[src/rtl/irq_ctrl_pkg.sv]
// Shared definitions for the interrupt controller: register offsets, Bridge base
// address and the layout of the VEC read-back register.
package irq_ctrl_pkg;

    localparam logic [2:0] IRQ_PEND = 3'd0;
    localparam logic [2:0] IRQ_MASK = 3'd1;
    localparam logic [2:0] IRQ_MODE = 3'd2;
    localparam logic [2:0] IRQ_CTRL = 3'd3;
    localparam logic [2:0] IRQ_VEC  = 3'd4;

    // Bits [4:2] of the base are zero so offsets can be OR-ed in.
    localparam logic [31:0] IRQ_BASE_ADDR = 32'h0000_7F20;

    localparam int VEC_VALID_BIT = 31;
    localparam int IRQ_HW_W      = 6;

    typedef struct packed {
        logic       valid;
        logic [2:0] idx;
    } irq_vec_t;

endpackage

[src/rtl/irq_ctrl_if.sv]
// Bridge-side register bus of the interrupt controller (word access, block pre-selected).
interface irq_ctrl_if;
    logic [31:0] Addr;
    logic        WE;
    logic [31:0] Din;
    logic [31:0] Dout;

    modport master (output Addr, output WE, output Din, input Dout);
    modport slave  (input Addr, input WE, input Din, output Dout);
endinterface

[src/rtl/irq_prio_enc.sv]
// Fixed-priority encoder: reports the lowest-numbered set request (index 0 wins).
import irq_ctrl_pkg::*;

module irq_prio_enc #(
    parameter int N = 6
) (
    input  logic [N-1:0] req_i,
    output irq_vec_t     vec_o
);

    // Scan from the top down so the last hit written is the lowest index.
    always_comb begin
        vec_o = '0;
        for (int i = N - 1; i >= 0; i--) begin
            if (req_i[i]) begin
                vec_o.valid = 1'b1;
                vec_o.idx   = 3'(i);
            end
        end
    end

endmodule

[src/rtl/irq_ctrl.sv]
// Memory-mapped interrupt controller: latches, masks and prioritises Src into HWInt.
// Define IRQ_SYNC_EN to pass Src through a 2-flop synchroniser (asynchronous sources).
import irq_ctrl_pkg::*;

module irq_ctrl #(
    parameter int          NSRC     = 6,
    parameter logic [5:0]  MODE_RST = 6'b000000,
    parameter logic [5:0]  MASK_RST = 6'b000000
) (
    input  logic            clk,
    input  logic            reset,
    irq_ctrl_if.slave       bus,
    input  logic [NSRC-1:0] Src,
    output logic [5:0]      HWInt
);

    logic [NSRC-1:0] src_s;

`ifdef IRQ_SYNC_EN
    logic [NSRC-1:0] sync1_q, sync2_q;

    always_ff @(posedge clk) begin
        if (reset) begin
            sync1_q <= '0;
            sync2_q <= '0;
        end else begin
            sync1_q <= Src;
            sync2_q <= sync1_q;
        end
    end

    assign src_s = sync2_q;
`else
    assign src_s = Src;
`endif

    logic [NSRC-1:0] pend_q, pend_d;
    logic [NSRC-1:0] mask_q, mask_d;
    logic [NSRC-1:0] mode_q, mode_d;
    logic [NSRC-1:0] src_q;
    logic            gen_q, gen_d;
    logic [5:0]      hwint_q, hwint_d;

    logic [2:0]      reg_sel;
    logic            wr_pend, wr_mask, wr_mode, wr_ctrl;
    logic [NSRC-1:0] rise;
    irq_vec_t        vec;
    logic [31:0]     dout;
    logic            unused_bits;

    assign reg_sel = bus.Addr[4:2];
    assign wr_pend = bus.WE && (reg_sel == IRQ_PEND);
    assign wr_mask = bus.WE && (reg_sel == IRQ_MASK);
    assign wr_mode = bus.WE && (reg_sel == IRQ_MODE);
    assign wr_ctrl = bus.WE && (reg_sel == IRQ_CTRL);

    assign rise        = src_s & ~src_q;
    assign unused_bits = ^{bus.Addr[31:5], bus.Addr[1:0], bus.Din[31:NSRC]};

    // Edge bits: a rise beats a simultaneous W1C so no interrupt is lost.
    always_comb begin
        pend_d = pend_q;
        for (int i = 0; i < NSRC; i++) begin
            if (mode_q[i]) begin
                if (rise[i])
                    pend_d[i] = 1'b1;
                else if (wr_pend && bus.Din[i])
                    pend_d[i] = 1'b0;
            end else begin
                pend_d[i] = src_s[i];
            end
        end
    end

    always_comb begin
        mask_d = wr_mask ? bus.Din[NSRC-1:0] : mask_q;
        mode_d = wr_mode ? bus.Din[NSRC-1:0] : mode_q;
        gen_d  = wr_ctrl ? bus.Din[0]        : gen_q;
    end

    always_comb begin
        hwint_d           = '0;
        hwint_d[NSRC-1:0] = {NSRC{gen_q}} & pend_q & mask_q;
    end

    always_ff @(posedge clk) begin
        if (reset) begin
            pend_q  <= '0;
            mask_q  <= MASK_RST[NSRC-1:0];
            mode_q  <= MODE_RST[NSRC-1:0];
            gen_q   <= 1'b0;
            hwint_q <= '0;
        end else begin
            pend_q  <= pend_d;
            mask_q  <= mask_d;
            mode_q  <= mode_d;
            gen_q   <= gen_d;
            hwint_q <= hwint_d;
        end
    end

    // Sampled through reset so a source already high at release is not seen as a rise.
    always_ff @(posedge clk) begin
        src_q <= src_s;
    end

    irq_prio_enc #(.N(NSRC)) u_prio (
        .req_i (pend_q & mask_q),
        .vec_o (vec)
    );

    always_comb begin
        dout = '0;
        case (reg_sel)
            IRQ_PEND: dout[NSRC-1:0] = pend_q;
            IRQ_MASK: dout[NSRC-1:0] = mask_q;
            IRQ_MODE: dout[NSRC-1:0] = mode_q;
            IRQ_CTRL: dout[0]        = gen_q;
            IRQ_VEC: begin
                if (vec.valid) begin
                    dout[VEC_VALID_BIT] = 1'b1;
                    dout[2:0]           = vec.idx;
                end
            end
            default: dout = '0;
        endcase
    end

    assign bus.Dout = dout;
    assign HWInt    = hwint_q;

endmodule
[src/flat_wrapper.sv]
// flat-port wrapper written by rule: the top's interface ports become plain ports
module irq_ctrl_flat 
#(
    parameter int          NSRC     = 6,
    parameter logic [5:0]  MODE_RST = 6'b000000,
    parameter logic [5:0]  MASK_RST = 6'b000000
)
  (clk, reset, Src, HWInt, bus_Addr, bus_WE, bus_Din, bus_Dout);
  irq_ctrl_if bus_i ();
  input  logic clk;
  input  logic reset;
  input  logic [NSRC-1:0] Src;
  output logic [5:0] HWInt;
  input wire logic [$bits(bus_i.Addr)-1:0] bus_Addr;
  input wire logic [$bits(bus_i.WE)-1:0] bus_WE;
  input wire logic [$bits(bus_i.Din)-1:0] bus_Din;
  output wire logic [$bits(bus_i.Dout)-1:0] bus_Dout;
  assign bus_i.Addr = bus_Addr;
  assign bus_i.WE = bus_WE;
  assign bus_i.Din = bus_Din;
  assign bus_Dout = bus_i.Dout;
  irq_ctrl #(.NSRC(NSRC), .MODE_RST(MODE_RST), .MASK_RST(MASK_RST)) u_core (.clk(clk), .reset(reset), .bus(bus_i), .Src(Src), .HWInt(HWInt));
endmodule
[config.mk]
export PLATFORM = sky130hd
export DESIGN_NAME = irq_ctrl_flat
export DESIGN_NICKNAME = d
export VERILOG_FILES = /design/src/rtl/irq_ctrl_pkg.sv /design/src/rtl/irq_ctrl_if.sv /design/src/rtl/irq_prio_enc.sv /design/src/rtl/irq_ctrl.sv /design/src/flat_wrapper.sv
export SDC_FILE = /design/constraint.sdc
export NUM_CORES = 1
export LEC_CHECK = 0
export CAP_MARGIN = 20
export CELL_PAD_IN_SITES_DETAIL_PLACEMENT = 0
export CELL_PAD_IN_SITES_GLOBAL_PLACEMENT = 1
export CORE_ASPECT_RATIO = 1.5
export CORE_MARGIN = 2
export CORE_UTILIZATION = 26
export CTS_CLUSTER_DIAMETER = 150
export DETAILED_ROUTE_END_ITERATION = 6
export PLACE_DENSITY_LB_ADDON = 0.1
export SLEW_MARGIN = 20
export SYNTH_ARGS = -nofsm -noshare
export SYNTH_HDL_FRONTEND = slang
export SYNTH_SLANG_ARGS = --single-unit
[constraint.sdc]
create_clock -name clk -period 4.55 [get_ports clk]
set_input_delay 1.365 -clock clk [delete_from_list [all_inputs] [get_ports clk]]
set_output_delay 1.365 -clock clk [all_outputs]
set_load 0.01 [all_outputs]
==> impl_metrics.csv <==
group,metric,value,unit
logic_synthesis,syn-mean-instance-area,9.26,sq um
sta,tightest_slew,0.805,ns
finish,area_growth,26.6,%
pwr,p_switching,141,uW
placed_design,io_buffer_count,30,
cts,ctsResizeCount,1,
cts,cts.sinks,31,
logic_synthesis,synthMuxAreaShare,13.7,%
floorplanning,initial_core_util,26.9,%
logic_synthesis,synth_warnings,0,
logic_synthesis,synthFlopType,"dfxtp_1",
worst_hold_path,hp-class,"flip-flop to flip-flop",
finish,nNetsFinal,276,
setup_path,crit_type,"input pin to output port",
pwr,p_int,489,uW
logic_synthesis,ys_top_cells_by_area,"dfxtp_1 40%, buf_4 13%, mux2i_1 12%",
cts,numCtsBuffers,5,
logic_synthesis,synth.top_cell.area_share,39.6,%
logic_synthesis,ys_types,30,
logic_synthesis,synth-edff-count,0,
cts,clock_latency,0.28,ns
routing,drt_wl_total,3.60,mm
floorplanning,fp-row-count,34,
sta,rsz0062_at_grt,"no",
pwr,seq_power_share,45.7,%
placed_design,place_hpwl,2.73,mm
routing,drt-initial-drc-count,39,
sta,setup_viol,0,
logic_synthesis,synth_top_family_by_area,"buffers and inverters",
logic_synthesis,async_flop_share,0,%
sta,max_clock_freq,224,MHz
pwr,leakagePower,0.828,nW
global_route,grt_first_pass_wirelength,5.76,mm
global_route,grt_usage,11.7,%
finish,layout.cells.non_filler,276,
logic_synthesis,synth_xor_area_share,0,%
finish,fill_cells,614,
logic_synthesis,yosys.area.top_type,"dfxtp_1",
setup_path,worst-path-buf-inv,3,
finish,final_util,34.0,%
sta,slew_violations,0,
pwr,p_per_area,318,nW/um^2
logic_synthesis,ys_seq_elements,31,
pwr,vdd_drop_max,0.000158,V
sta,final_hold_viol_count,0,
finish,drive_gt1_share,13.2,%
floorplanning,die_area,6670,sq um
cts,root_buffer,"clkbuf_8",
sta,period_minus_slack,4.47,ns
sta,fin_worst_skew,0.00655,ns
logic_synthesis,synth-simple-area-share,15.9,%
cts,cts_hold_buffers,0,
logic_synthesis,synthAdderAreaFrac,0,%
logic_synthesis,yosys.cell_count.top_type,"dfxtp_1",
sta,finalCritPeriodShare,98.2,%
cts,cts.clk_slew.worst_paths,0.07,ns
logic_synthesis,synth_area,1570,sq um
run,maxCapViolations,0,
global_route,overflow,0,
outcome,outcome,"complete, no violations",
pwr,pwr-share-comb,10.6,%
setup_path,cp_slowest_stage_delay,0.51,ns
floorplanning,io-pin-count,111,
cts,cts_max_path_buffers,2,
setup_path,cp_slowest_cell,"clkdlybuf4s50_1",
placed_design,dp.cells,268,
cts,htree_levels,2,
routing,antenna_left,0,
setup_path,crit_path_start_kind,"input pin",
finish,antenna_cells,0,
pwr,swShare,22.4,%
logic_synthesis,syn_inst,169,
global_route,grt_antenna_before_repair,0,
floorplanning,coreArea,5830,sq um
sta,holdWs,0.497,ns
global_route,grt_pass1_vias,1131,
routing,drcViolationCount,0,
floorplanning,die_w,67.4,microns
routing,vias,1192,
placed_design,gp_congestion,0.797,
setup_path,path_max_fanout,11,
logic_synthesis,synth_commonest_cells,"31 x dfxtp_1, 28 x buf_4, 23 x nor2_1",
setup_path,cp.arrival,3.10,ns
pwr,clock_power_share,43.7,%
global_route,grt_max_degree,21,
setup_path,critPathTopFamily,"buffers and inverters",
logic_synthesis,ys_seq_area_share,39.6,%
setup_path,cp.required,3.18,ns
routing,routed_via_density,4.32,
logic_synthesis,synth_compound_area_share,13.9,%
setup_path,cpMostUsedCell,"clkdlybuf4s50_1",
sta,maxSlewHeadroom,46.1,%
setup_path,cp-end-kind,"output port",
floorplanning,fp.dieH,99.0,microns
cts,cts_tree,"built",
cts,postCtsSetupRepairBufs,0,
routing,drt-wirelength-per-cell,13.1,microns
routing,firstDrtPassIters,4,
setup_path,worstPathCellList,"clkdlybuf4s50_1 -> buf_6 -> mux2i_1 -> o2bb2ai_1 -> mux2_2 -> clkdlybuf4s50_1",
## per-stage QoR
stage                     setup TNS [ns]  setup WS [ns]  cell area (sq um)  power, mW
after global routing                   0        0.00985               1980      0.662
after CTS                              0         0.0161               1970      0.640
final                                  0         0.0804               1980      0.630
after detailed placement         -0.0228        -0.0228               1850      0.360
after global placement           -0.0214        -0.0214               1850      0.358
after floorplan                        0          0.994               1660      0.345
## routing by layer
layer,vias to the layer above,part of all wire [%],routed length [microns],track usage [%]
li1,596,-,-,-
met1,554,41,1480,13.1
met2,37,51,1840,20.0
met3,5,6.1,219,3.88
met4,0,1.7,63,4.71
met5,-,0,0,0
## sequential cells by signal, summed over array words and instances (netlist names)
| name | cells |
|---|---|
| u_core.HWInt | 6 |
| u_core.mask_q | 6 |
| u_core.mode_q | 6 |
| u_core.pend_q | 6 |
| u_core.src_q | 6 |
| u_core.gen_q | 1 |
## power groups by stage
stage | combinational (mW) | sequential [mW] | clock (mW)
after global placement | 0.0650 | 0.293 | 0
after CTS | 0.0661 | 0.287 | 0.286
after floorplan | 0.0540 | 0.291 | 0
after detailed placement | 0.0660 | 0.294 | 0
after global routing | 0.0741 | 0.288 | 0.300
final | 0.0670 | 0.288 | 0.275
## cell type report
cell class              count  area, sq um  share of cell area, %
clock buffers               6         82.6                   4.17
clock inverters             2         35.0                   1.77
inverters                   6         22.5                   1.14
multi-input cells         123          783                   39.5
flip-flops and latches     31          621                   31.3
well taps                  72         90.1                   4.55
repair buffers             36          348                   17.6
## worst register-to-register path: cells and delay by family (launching register included)
family	cells	cell delay, ns
AO/OA/AOI/OAI	2	0.24
flip-flops	1	0.44
## worst paths after layout
kind                    startpoint               end  slack, ns  cells past startpoint
hold / removal     u_core.src_q[4]  u_core.pend_q[4]       0.50                      3
hold reg to reg    u_core.src_q[4]  u_core.pend_q[4]       0.50                      3
setup / recovery       bus_Addr[3]       bus_Dout[2]       0.08                      6
setup reg to reg  u_core.pend_q[2]  u_core.pend_q[2]       3.79                      2
## placed cells by master, fill, tap and decap left out, types with 2 or more instances in the layout
| master | Yosys | final |
|---|---|---|
| dfxtp_1 | 31 | 31 |
| clkdlybuf4s50_1 | 0 | 29 |
| buf_4 | 28 | 5 |
| a22o_1 | 3 | 3 |
| a2bb2oi_1 | 4 | 4 |
| a21oi_1 | 6 | 6 |
| o211ai_2 | 6 | 6 |
| nand3_1 | 2 | 2 |
| nor2_1 | 23 | 23 |
| and4bb_2 | 2 | 2 |
| clkbuf_8 | 0 | 6 |
| mux2i_1 | 18 | 18 |
| inv_1 | 6 | 6 |
| conb_1 | 1 | 25 |
| nand2_1 | 19 | 19 |
## cells by family (layout without fill, tap and decap cells)
group                  after synthesis  count (layout)
muxes                               20              20
buffers and inverters               39              50
DFF                                 31              31
other                                1              25
and+or+nand+nor                     53              53
AOI/OAI and AO/OA                   25              25
Note: power is estimated with default switching activity, not from simulation.
